==> src/rtl/emmc_tg_pkg.sv <==
// Shared types and helpers for the eMMC write/read-back traffic generator.
package emmc_tg_pkg;

    // Data pattern selected by mode_i
    typedef enum logic [1:0] {
        MODE_INC  = 2'b00,
        MODE_LFSR = 2'b01,
        MODE_WALK = 2'b10,
        MODE_ALT  = 2'b11
    } mode_e;

    // Run sequencer states; IDLE is encoded as zero so a reset state reads 0
    typedef enum logic [2:0] {
        ST_IDLE   = 3'd0,
        ST_WR_REQ = 3'd1,
        ST_WR_RUN = 3'd2,
        ST_RD_REQ = 3'd3,
        ST_RD_RUN = 3'd4,
        ST_LOOP   = 3'd5,
        ST_FIN    = 3'd6
    } state_e;

    // Galois (right-shifting) maximal-length feedback masks
    function automatic logic [31:0] lfsr_taps(input int w);
        case (w)
            16:      return 32'h0000_B400;
            32:      return 32'h8020_0003;
            default: return 32'h0000_00B8;
        endcase
    endfunction

    // Data beats needed to move one block
    function automatic int beats_per_blk(input int blk_bytes, input int data_w);
        return (blk_bytes * 8) / data_w;
    endfunction

endpackage

==> src/rtl/emmc_pattern_gen.sv <==
// Data pattern generator: load a seed, then step once per advance.
module emmc_pattern_gen
    import emmc_tg_pkg::*;
#(
    parameter int DATA_W = 8
) (
    input  logic              clk_i,
    input  logic              srst_ni,
    input  logic              load_i,
    input  logic [DATA_W-1:0] seed_i,
    input  mode_e             mode_i,
    input  logic              advance_i,
    output logic [DATA_W-1:0] value_o
);

    localparam logic [DATA_W-1:0] TAPS = DATA_W'(lfsr_taps(DATA_W));

    logic [DATA_W-1:0] r_val;
    logic [DATA_W-1:0] w_next;
    logic [DATA_W-1:0] w_load;

    // Next pattern value for the selected mode
    always_comb begin
        w_next = r_val;
        case (mode_i)
            MODE_INC:  w_next = r_val + DATA_W'(1);
            MODE_LFSR: w_next = (r_val >> 1) ^ (r_val[0] ? TAPS : '0);
            MODE_WALK: w_next = {r_val[DATA_W-2:0], r_val[DATA_W-1]};
            default:   w_next = ~r_val;
        endcase
    end

    // An all-zero LFSR would lock up, so a zero seed becomes 1 in that mode
    always_comb begin
        w_load = seed_i;
        if (mode_i == MODE_LFSR && seed_i == '0) begin
            w_load = {{(DATA_W-1){1'b0}}, 1'b1};
        end
    end

    // Pattern register: load has priority over advance
    always_ff @(posedge clk_i) begin
        if (!srst_ni) begin
            r_val <= '0;
        end else if (load_i) begin
            r_val <= w_load;
        end else if (advance_i) begin
            r_val <= w_next;
        end
    end

    assign value_o = r_val;

endmodule

==> src/rtl/emmc_traffic_gen.sv <==
// Write/read-back traffic generator driving the emmc_sm user interface.
//
// Handshake with emmc_sm: while ready_i=1 the core is idle and a single-cycle
// start_o (with we_o and blk_cnt_o stable) launches a transfer. The transfer is
// finished once ready_i has been seen low and then high again. Each dvalid_i
// during a transfer is one beat: dat_o consumed on writes, dat_i valid on reads.
module emmc_traffic_gen
    import emmc_tg_pkg::*;
#(
    parameter int DATA_W    = 8,
    parameter int BLK_BYTES = 512,
    parameter int BLK_CNT_W = 16,
    parameter int ERR_CNT_W = 16,
    parameter int TIMEOUT   = 2**20
) (
    input  logic                 clk_i,
    input  logic                 srst_ni,
    input  logic                 go_i,
    input  logic [1:0]           mode_i,
    input  logic [DATA_W-1:0]    seed_i,
    input  logic [BLK_CNT_W-1:0] blk_cnt_i,
    input  logic [15:0]          loops_i,
    output logic                 we_o,
    output logic                 start_o,
    output logic [BLK_CNT_W-1:0] blk_cnt_o,
    output logic [DATA_W-1:0]    dat_o,
    input  logic [DATA_W-1:0]    dat_i,
    input  logic                 dvalid_i,
    input  logic                 ready_i,
    output logic                 busy_o,
    output logic                 done_o,
    output logic                 pass_o,
    output logic                 timeout_o,
    output logic [ERR_CNT_W-1:0] err_cnt_o,
    output logic [31:0]          first_err_o,
    output state_e               state_o
);

    localparam int             BPB     = beats_per_blk(BLK_BYTES, DATA_W);
    localparam logic [31:0]    TMO_LIM = 32'(TIMEOUT);
    localparam logic [ERR_CNT_W-1:0] ERR_MAX = '1;

    state_e                 r_state;
    logic                   r_go_d;
    mode_e                  r_mode;
    logic [DATA_W-1:0]      r_seed;
    logic [BLK_CNT_W-1:0]   r_blk_cnt;
    logic [15:0]            r_loops;
    logic [15:0]            r_loop_cnt;
    logic [31:0]            r_beat_cnt;
    logic [31:0]            r_tmo_cnt;
    logic [ERR_CNT_W-1:0]   r_err_cnt;
    logic [31:0]            r_first_err;
    logic                   r_seen_low;
    logic                   r_we;
    logic                   r_start;
    logic                   r_busy;
    logic                   r_done;
    logic                   r_pass;
    logic                   r_timeout;

    logic                   w_go_rise;
    logic                   w_in_req;
    logic                   w_in_run;
    logic                   w_tmo_hit;
    logic                   w_run_done;
    logic [31:0]            w_beats_final;
    logic                   w_beat_err;
    logic                   w_data_err;
    logic [1:0]             w_err_add;
    logic [ERR_CNT_W:0]     w_err_sum;
    logic [ERR_CNT_W-1:0]   w_err_next;
    logic [DATA_W-1:0]      w_gen;

    assign w_go_rise     = go_i && !r_go_d;
    assign w_in_req      = (r_state == ST_WR_REQ) || (r_state == ST_RD_REQ);
    assign w_in_run      = (r_state == ST_WR_RUN) || (r_state == ST_RD_RUN);
    assign w_tmo_hit     = (w_in_req || w_in_run) && (r_tmo_cnt == TMO_LIM);
    assign w_run_done    = w_in_run && r_seen_low && ready_i;
    assign w_beats_final = r_beat_cnt + 32'(dvalid_i && w_in_run);
    assign w_beat_err    = w_run_done && (w_beats_final != 32'(r_blk_cnt) * 32'(BPB));
    assign w_data_err    = (r_state == ST_RD_RUN) && dvalid_i && (dat_i != w_gen);

    // One generator serves both directions: reloaded from the seed in every
    // request state, so each write pass and its read-back see identical data
    emmc_pattern_gen #(.DATA_W(DATA_W)) u_pattern_gen (
        .clk_i     (clk_i),
        .srst_ni   (srst_ni),
        .load_i    (w_in_req),
        .seed_i    (r_seed),
        .mode_i    (r_mode),
        .advance_i (w_in_run && dvalid_i),
        .value_o   (w_gen)
    );

    // Saturating error accumulation (data mismatch and beat-count error may coincide)
    always_comb begin
        w_err_add  = {1'b0, w_data_err} + {1'b0, w_beat_err};
        w_err_sum  = {1'b0, r_err_cnt} + {{(ERR_CNT_W-1){1'b0}}, w_err_add};
        w_err_next = w_err_sum[ERR_CNT_W] ? ERR_MAX : w_err_sum[ERR_CNT_W-1:0];
    end

    // Run sequencer with its beat, loop, timeout and error counters
    always_ff @(posedge clk_i) begin
        if (!srst_ni) begin
            r_state     <= ST_IDLE;
            r_go_d      <= 1'b0;
            r_mode      <= MODE_INC;
            r_seed      <= '0;
            r_blk_cnt   <= '0;
            r_loops     <= '0;
            r_loop_cnt  <= '0;
            r_beat_cnt  <= '0;
            r_tmo_cnt   <= '0;
            r_err_cnt   <= '0;
            r_first_err <= '1;
            r_seen_low  <= 1'b0;
            r_we        <= 1'b0;
            r_start     <= 1'b0;
            r_busy      <= 1'b0;
            r_done      <= 1'b0;
            r_pass      <= 1'b0;
            r_timeout   <= 1'b0;
        end else begin
            r_go_d    <= go_i;
            r_start   <= 1'b0;
            r_err_cnt <= w_err_next;
            if (w_data_err && r_first_err == '1) begin
                r_first_err <= r_beat_cnt;
            end
            if (w_in_run && dvalid_i) begin
                r_beat_cnt <= r_beat_cnt + 32'd1;
            end
            if (w_in_req || w_in_run) begin
                r_tmo_cnt <= r_tmo_cnt + 32'd1;
            end
            if (w_in_run && !ready_i) begin
                r_seen_low <= 1'b1;
            end

            case (r_state)
                ST_IDLE, ST_FIN: begin
                    if (w_go_rise) begin
                        r_mode      <= mode_e'(mode_i);
                        r_seed      <= seed_i;
                        r_blk_cnt   <= (blk_cnt_i == '0) ? {{(BLK_CNT_W-1){1'b0}}, 1'b1} : blk_cnt_i;
                        r_loops     <= loops_i;
                        r_loop_cnt  <= '0;
                        r_err_cnt   <= '0;
                        r_first_err <= '1;
                        r_tmo_cnt   <= '0;
                        r_busy      <= 1'b1;
                        r_done      <= 1'b0;
                        r_pass      <= 1'b0;
                        r_timeout   <= 1'b0;
                        r_state     <= ST_WR_REQ;
                    end
                end
                ST_WR_REQ, ST_RD_REQ: begin
                    if (w_tmo_hit) begin
                        r_timeout <= 1'b1;
                        r_done    <= 1'b1;
                        r_busy    <= 1'b0;
                        r_pass    <= 1'b0;
                        r_state   <= ST_FIN;
                    end else if (ready_i) begin
                        r_start    <= 1'b1;
                        r_we       <= (r_state == ST_WR_REQ);
                        r_beat_cnt <= '0;
                        r_seen_low <= 1'b0;
                        r_state    <= (r_state == ST_WR_REQ) ? ST_WR_RUN : ST_RD_RUN;
                    end
                end
                ST_WR_RUN, ST_RD_RUN: begin
                    if (w_tmo_hit) begin
                        r_timeout <= 1'b1;
                        r_done    <= 1'b1;
                        r_busy    <= 1'b0;
                        r_pass    <= 1'b0;
                        r_state   <= ST_FIN;
                    end else if (w_run_done) begin
                        r_tmo_cnt <= '0;
                        r_state   <= (r_state == ST_WR_RUN) ? ST_RD_REQ : ST_LOOP;
                    end
                end
                ST_LOOP: begin
                    r_loop_cnt <= r_loop_cnt + 16'd1;
                    if ((r_loops == '0) ? !go_i : (r_loop_cnt + 16'd1 == r_loops)) begin
                        r_done  <= 1'b1;
                        r_busy  <= 1'b0;
                        r_pass  <= (r_err_cnt == '0) && !r_timeout;
                        r_state <= ST_FIN;
                    end else begin
                        r_tmo_cnt <= '0;
                        r_state   <= ST_WR_REQ;
                    end
                end
                default: r_state <= ST_IDLE;
            endcase
        end
    end

    assign we_o        = r_we;
    assign start_o     = r_start;
    assign blk_cnt_o   = r_blk_cnt;
    assign dat_o       = w_gen;
    assign busy_o      = r_busy;
    assign done_o      = r_done;
    assign pass_o      = r_pass;
    assign timeout_o   = r_timeout;
    assign err_cnt_o   = r_err_cnt;
    assign first_err_o = r_first_err;
    assign state_o     = r_state;

endmodule

==> config.mk <==
export PLATFORM = sky130hd
export DESIGN_NAME = emmc_traffic_gen
export DESIGN_NICKNAME = d
export VERILOG_FILES = /design/src/rtl/emmc_tg_pkg.sv /design/src/rtl/emmc_pattern_gen.sv /design/src/rtl/emmc_traffic_gen.sv
export SDC_FILE = /design/constraint.sdc
export NUM_CORES = 1
export LEC_CHECK = 0
export CORE_UTILIZATION = 45
export DETAILED_ROUTE_END_ITERATION = 6
export PLACE_DENSITY_LB_ADDON = 0.25
export SYNTH_ARGS = -nofsm -noshare
export SYNTH_HDL_FRONTEND = slang
export SYNTH_SLANG_ARGS = --single-unit
==> constraint.sdc <==
create_clock -name clk_i -period 5.95 [get_ports clk_i]
set_input_delay 1.19 -clock clk_i [delete_from_list [all_inputs] [get_ports clk_i]]
set_output_delay 1.19 -clock clk_i [all_outputs]
set_load 0.005 [all_outputs]
Word-level counts from Yosys, hierarchy flattened
Index checks and enable logic that the tools add are counted.
{ "totals": {"register_bits": 189, "input_bits": 55, "output_inout_bits": 81, "word_cells": 139} }
{ "classes": {"add_sub_neg": 7, "n_eq_ne": 18, "mux": 50, "bitwise": 5, "n_reduce_logical": 40} }
{ "ops": {"columns": ["operator", "n"], "rows": [
  ["32-bit 2-to-1 mux", 12],
  ["32-bit one-hot mux with 3 select lines", 1],
  ["16-bit 2-to-1 mux", 5],
  ["32-bit by 1-bit adder with 32-bit output (second input constant)", 2],
  ["16-bit zero test", 3],
  ["32-bit by 1-bit adder with 32-bit output", 1],
  ["32-bit by 21-bit equality test with 1-bit output (second input constant)", 1],
  ["32-bit equality test (second input constant)", 1],
  ["8-bit 2-to-1 mux", 4],
  ["32-bit by 25-bit inequality test with 1-bit output", 1],
  ["16-bit one-hot mux with 2 select lines", 1],
  ["3-bit 2-to-1 mux", 8],
  ["8-bit one-hot mux with 3 select lines", 1],
  ["16-bit by 2-bit adder with 17-bit output", 1],
  ["16-bit by 1-bit adder with 16-bit output (second input constant)", 1],
  ["16-bit equality test", 1],
  ["1-bit 2-to-1 mux", 13],
  ["1-bit logical AND", 12],
  ["3-bit one-hot mux with 4 select lines", 1],
  ["3-bit equality test (second input constant)", 3],
  ["1-bit one-hot mux with 3 select lines", 3],
  ["3-bit AND reduction", 3],
  ["8-bit by 1-bit adder with 8-bit output (second input constant)", 1],
  ["8-bit zero test", 1],
  ["other kinds (24)", 39]
]} }

Depth between registers and ports, before layout
{ "depth": {"ltp_word": 11, "mapped_depth": 24, "mapped_depth_nobuf": 20} }

Modules after synthesis
A second synthesis with hierarchy kept.
{ "unflattened": {"cells_unflattened": 1237, "hier_area_um2": 10078.4} }
{ "modules_own_cells": {"columns": ["module", "n_inst", "cells_per_inst", "area_per_inst_um2", "seq_area_each_um2"], "rows": [
  ["emmc_traffic_gen", 1, 1123, 9233.9, 3623.5],
  ["emmc_pattern_gen", 1, 114, 844.6, 160.2]
]} }

Worst setup path after synthesis
OpenSTA, ideal clock, no wires.
{ "synth_path": {"kind": "input port to flip-flop", "start": "input dvalid_i", "end": "register r_err_cnt[10], in the netlist err_cnt_o[10]", "setup_ns": 0.133, "arrival_ns": 5.393, "required_ns": 5.817, "path_slack_ns": 0.425, "cell_stages": 20, "cell_sequence": "nand2b_1 > or2_2 > clkbuf_1 > inv_1 > clkbuf_1 > ha_1 > clkbuf_1 > nand4_1 > or4_1 > a21oi_1 > o22ai_1 > nor4_1 > a31oi_1 > fa_1 > ha_1 > and3_1 > nand3_1 > or3_1 > clkbuf_1 > a21oi_1"} }
{ "synth_via": {"elab_chain_cells": 9, "elab_cells_between_ends": 11} }
{ "synth_rtl": {"columns": ["element", "line_no", "rtl"], "rows": [
  ["from (decl)", "emmc_traffic_gen.sv:28", "input logic dvalid_i,"],
  ["1-bit logical AND", "emmc_traffic_gen.sv:80", "assign w_beats_final = r_beat_cnt + 32'(dvalid_i && w_in_run);"],
  ["32-bit by 1-bit adder with 32-bit output", "emmc_traffic_gen.sv:80", null],
  ["32-bit by 25-bit inequality test with 1-bit output", "emmc_traffic_gen.sv:81", "assign w_beat_err = w_run_done && (w_beats_final != 32'(r_blk_cnt) * 32'(BPB));"],
  ["1-bit logical AND", "emmc_traffic_gen.sv:81", null],
  ["1-bit by 1-bit adder with 2-bit output (*)", "emmc_traffic_gen.sv:98", "w_err_add = {1'b0, w_data_err} + {1'b0, w_beat_err};"],
  ["16-bit by 2-bit adder with 17-bit output (*)", "emmc_traffic_gen.sv:99", "w_err_sum = {1'b0, r_err_cnt} + {{(ERR_CNT_W-1){1'b0}}, w_err_add};"],
  ["16-bit 2-to-1 mux (*)", "emmc_traffic_gen.sv:100", "w_err_next = w_err_sum[ERR_CNT_W] ? ERR_MAX : w_err_sum[ERR_CNT_W-1:0];"],
  ["16-bit 2-to-1 mux", "emmc_traffic_gen.sv:143", "if (w_go_rise) begin"],
  ["16-bit 2-to-1 mux (*)", "emmc_traffic_gen.sv:141", "case (r_state)"],
  ["to (signal assigned)", "emmc_traffic_gen.sv:127", "r_err_cnt <= w_err_next;"],
  ["to (decl)", "emmc_traffic_gen.sv:52", "logic [ERR_CNT_W-1:0] r_err_cnt;"]
]} }
Every way passes the cells marked *; elsewhere a longest branch is shown, timed or not.
A chain may end at the register's enable or synchronous reset.

Worst setup path in the final report
{ "layout_path": {"start": "input dvalid_i", "end": "register r_err_cnt[3], in the netlist err_cnt_o[3]"} }
Same word-level chain as after synthesis.

==> results.sh <==
export IMPL_yosysMostFrequentCell="dfxtp_1"
export IMPL_stdcell_area_um2=12320
export IMPL_sw_frac_of_total=0.2866
export IMPL_crit_slowest_cell="clkdlybuf4s50_1"
export IMPL_grt_pass1_vias=8906
export IMPL_cts_buffers=17
export IMPL_place_congestion=0.9189
export IMPL_synth_edf_count=0
export IMPL_grtUsageTotal=0.2473
export IMPL_fillCellCount=2101
export IMPL_ctsResizeCount=0
export IMPL_crit_fanout=13
export IMPL_syn_area_um2=10300
export IMPL_hold_path_end="first_err_o[29]$_SDFF_PN1_"
export IMPL_antenna_found_initial=0
export IMPL_insertion_delay_ns=0.44
export IMPL_worst_pin_slew_ns=1.064
export IMPL_fin_skew_ns=0.01526
export IMPL_clk_pin_slew_ns=0.08
export IMPL_coreArea_um2=22160
export IMPL_syn_area_per_cell_um2=7.994
export IMPL_crit_path_frequent_cell="ha_1"
export IMPL_grt_overflow=0
export IMPL_fmax_mhz=181.2
export IMPL_synthTopCellsByCount="189 x dfxtp_1, 168 x nand2_1, 113 x nor2_1, 85 x clkbuf_1, 79 x a21oi_1"
export IMPL_synth_area_top_cells="dfxtp_1 37%, nand2_1 6.1%, xnor2_1 5.6%, xor2_1 4.4%, nor2_1 4.1%"
export IMPL_power_mw=2.805
export IMPL_nets=1426
export IMPL_synth_compound_area_share=0.1852
export IMPL_drc=0
export IMPL_finalHoldViolations=0
export IMPL_syn2layout_area_growth_pct=19.63
export IMPL_worstSetupStartpointType="input pin"
export IMPL_wl_um=28550
export IMPL_min_path_type="flip-flop to flip-flop"
export IMPL_synth_seq_area_share=0.3675
export IMPL_rows=54
export IMPL_synth_top_cell_area_share=0.3675
export IMPL_wire_per_inst_um=17.25
export IMPL_timing_rr_end="err_cnt_o[3]$_SDFF_PN0_"
export IMPL_worstPathRequired_ns=6.26
export IMPL_powerDensity_nw_per_um2=227.8
export IMPL_vias_per_cell=5.884
export IMPL_cts_tree="done"
export IMPL_ir_drop_mv=0.1786
export IMPL_power_frac_comb=0.119
export IMPL_drive_above_1_share=0.07055
export IMPL_dieWidth_um=153.3
export IMPL_initial_core_util=0.4646
export IMPL_root_buffer="clkbuf_16"
export IMPL_rsz0062_at_grt="no"
export IMPL_cp_end_kind="flip-flop"
export IMPL_port_buffers=135
export IMPL_antenna_cells=0
export IMPL_hold_ws_ns=0.4791
export IMPL_synth_nets=1352
export IMPL_synthArstFlopShare=0
export IMPL_synth_area_mux_share=0.007777
export IMPL_relSlewSlack=0.2891
export IMPL_period_share=0.9275
export IMPL_first_pass_iters=6
export IMPL_rrSetupSlack_ns=0.87
export IMPL_post_cts_buffers=0
export IMPL_path_class="input pin to flip-flop"
export IMPL_setup_viol=0
export IMPL_grt_max_degree=60
export IMPL_pin_count=136
export IMPL_dieArea_um2=23490
export IMPL_synth_xor_area_share=0.1004
export IMPL_final_util=0.5558
export IMPL_synth_top_area_cell="dfxtp_1"
export IMPL_leakagePower_nw=4.187
export IMPL_p_seq_frac=0.481
export IMPL_hold_buffers=0
export IMPL_synthFlopType="dfxtp_1"
export IMPL_power_frac_clock=0.400
export IMPL_ant_nets=0
export IMPL_slew_violations=0
export IMPL_min_period_ns=5.519
export IMPL_num_vias=9738
export IMPL_crit_chain="clkdlybuf4s50_1 > nand2b_1 > or2_2 > inv_1 > ha_1 > ha_1 > nand4_1 > or3_1 > a211oi_1 > o211ai_1 > nor4_1 > a31oi_1 > buf_4 > fa_1 > ha_1 > and3_1 > nand3_1 > or3_1 > a21oi_1"
export IMPL_hold_path_cell_count=2
export IMPL_ys_ff_latch=189
export IMPL_cts_sinks=189
export IMPL_dp_hpwl_um=20610
export IMPL_clockBufferDepth=2
export IMPL_status="finished clean"
export IMPL_cts_max_level=4
export IMPL_p_sw_mw=0.8040
export IMPL_finalSetupTns_ns=0
export IMPL_yosysUniqueCellTypes=74
export IMPL_synth_top_family_by_area="simple AND/OR/NAND/NOR gates"
export IMPL_cap_violations=0
export IMPL_crit_path_max_incr_delay_ns=0.51
export IMPL_power_internal_mw=2.001
export IMPL_r2r_cells=20
export IMPL_place_area_um2=11740
export IMPL_synthAdderAreaFrac=0.01167
export IMPL_grt_pass1_wl_um=47000
export IMPL_critPathArrivalTime_ns=5.83
export IMPL_synth_simple_area_share=0.2774
export IMPL_die_h_um=153.3
export IMPL_rr_startpoint="state_o[2]$_SDFFE_PN0P_"
export IMPL_first_iter_violations=741
export IMPL_synth_warnings=0
export IMPL_hold_path_startpoint="first_err_o[29]$_SDFF_PN1_"
export IMPL_synthCells=1288
-- placed cells by master (no fill, tap or decap), types with 24 or more instances in the layout --
master,count
clkdlybuf4s50_1,135
nand2_1,168
nand3_1,42
xor2_1,52
nor2_1,112
nand4_1,51
o21ai_0,73
inv_1,25
a211oi_2,28
dfxtp_1,189
xnor2_1,66
nor3_1,29
a21oi_1,79
nor4_1,46
and3_1,24
-- kinds of logic (layout without fill, tap and decap cells) --
logic type | after synthesis | count (layout)
buffers and inverters | 126 | 213
multiplexers | 8 | 8
adder cells (fa/ha/maj) | 9 | 9
AO/OA/AOI/OAI | 277 | 277
AND/OR/NAND/NOR | 561 | 561
XOR/XNOR | 118 | 118
flip-flops | 189 | 189
-- worst max-delay path, delay by kind of cell --
family,cells,cell delay [ns]
AO/OA/AOI/OAI,4,0.66
AND/OR/NAND/NOR,8,2.10
buffers and inverters,3,0.76
adder cells (fa/ha/maj),4,1.11
-- state kept, by name (all words and copies together), names as in the netlist, 2 cells and up --
register               count
r_seed                     8
r_tmo_cnt                 32
r_beat_cnt                32
first_err_o               32
blk_cnt_o                 16
u_pattern_gen.value_o      8
r_loop_cnt                16
err_cnt_o                 16
r_loops                   16
state_o                    3
r_mode                     2
-- metrics by stage --
step	cells	worst slack, ns
after global placement	1623	0.1099
after detailed placement	1623	-0.004400
final	1655	0.4311
after global routing	1655	0.09674
after floorplan	1288	0.4247
after CTS	1655	0.4127
-- area by class of cell --
| type | count | area [um2] | area share |
|---|---|---|---|
| multi-input combinational | 973 | 6011 | 0.4880 |
| clock inverter | 14 | 146.4 | 0.01189 |
| timing repair buffer | 154 | 1494 | 0.1213 |
| tap | 280 | 350.3 | 0.02844 |
| clock buffer | 18 | 429.2 | 0.03484 |
| inverter | 27 | 102.6 | 0.008330 |
| sequential | 189 | 3784 | 0.3072 |
-- worst max path at each step --
stage / from / to / slack, ns / cells past startpoint
after detailed placement: dvalid_i / err_cnt_o[5]$_SDFF_PN0_ / -0.004 / 19
after CTS: dvalid_i / err_cnt_o[3]$_SDFF_PN0_ / 0.41 / 19
after floorplan: dvalid_i / err_cnt_o[10]$_SDFF_PN0_ / 0.42 / 20
final: dvalid_i / err_cnt_o[3]$_SDFF_PN0_ / 0.43 / 19
after global routing: dvalid_i / err_cnt_o[3]$_SDFF_PN0_ / 0.1 / 19
after global placement: dvalid_i / err_cnt_o[1]$_SDFF_PN0_ / 0.11 / 19
-- power by group through the flow --
| stage | Clock (mW) | Sequential, mW | Combinational [mW] |
|---|---|---|---|
| floorplan | 0 | 1.35 | 0.217 |
| global placement | 0 | 1.38 | 0.330 |
| detailed placement | 0 | 1.38 | 0.333 |
| CTS | 1.14 | 1.35 | 0.334 |
| global route | 1.20 | 1.36 | 0.366 |
| finish | 1.12 | 1.35 | 0.333 |
-- metal layers --
layer  up-vias  global-route usage  part of all wire
met5         -                   0                 0
met2       317              0.3992              0.47
li1       4792                   -                 -
met4         0              0.1000             0.028
met1      4578              0.3310              0.45
met3        51             0.03544             0.053
Note: power is estimated with default switching activity, not from simulation.
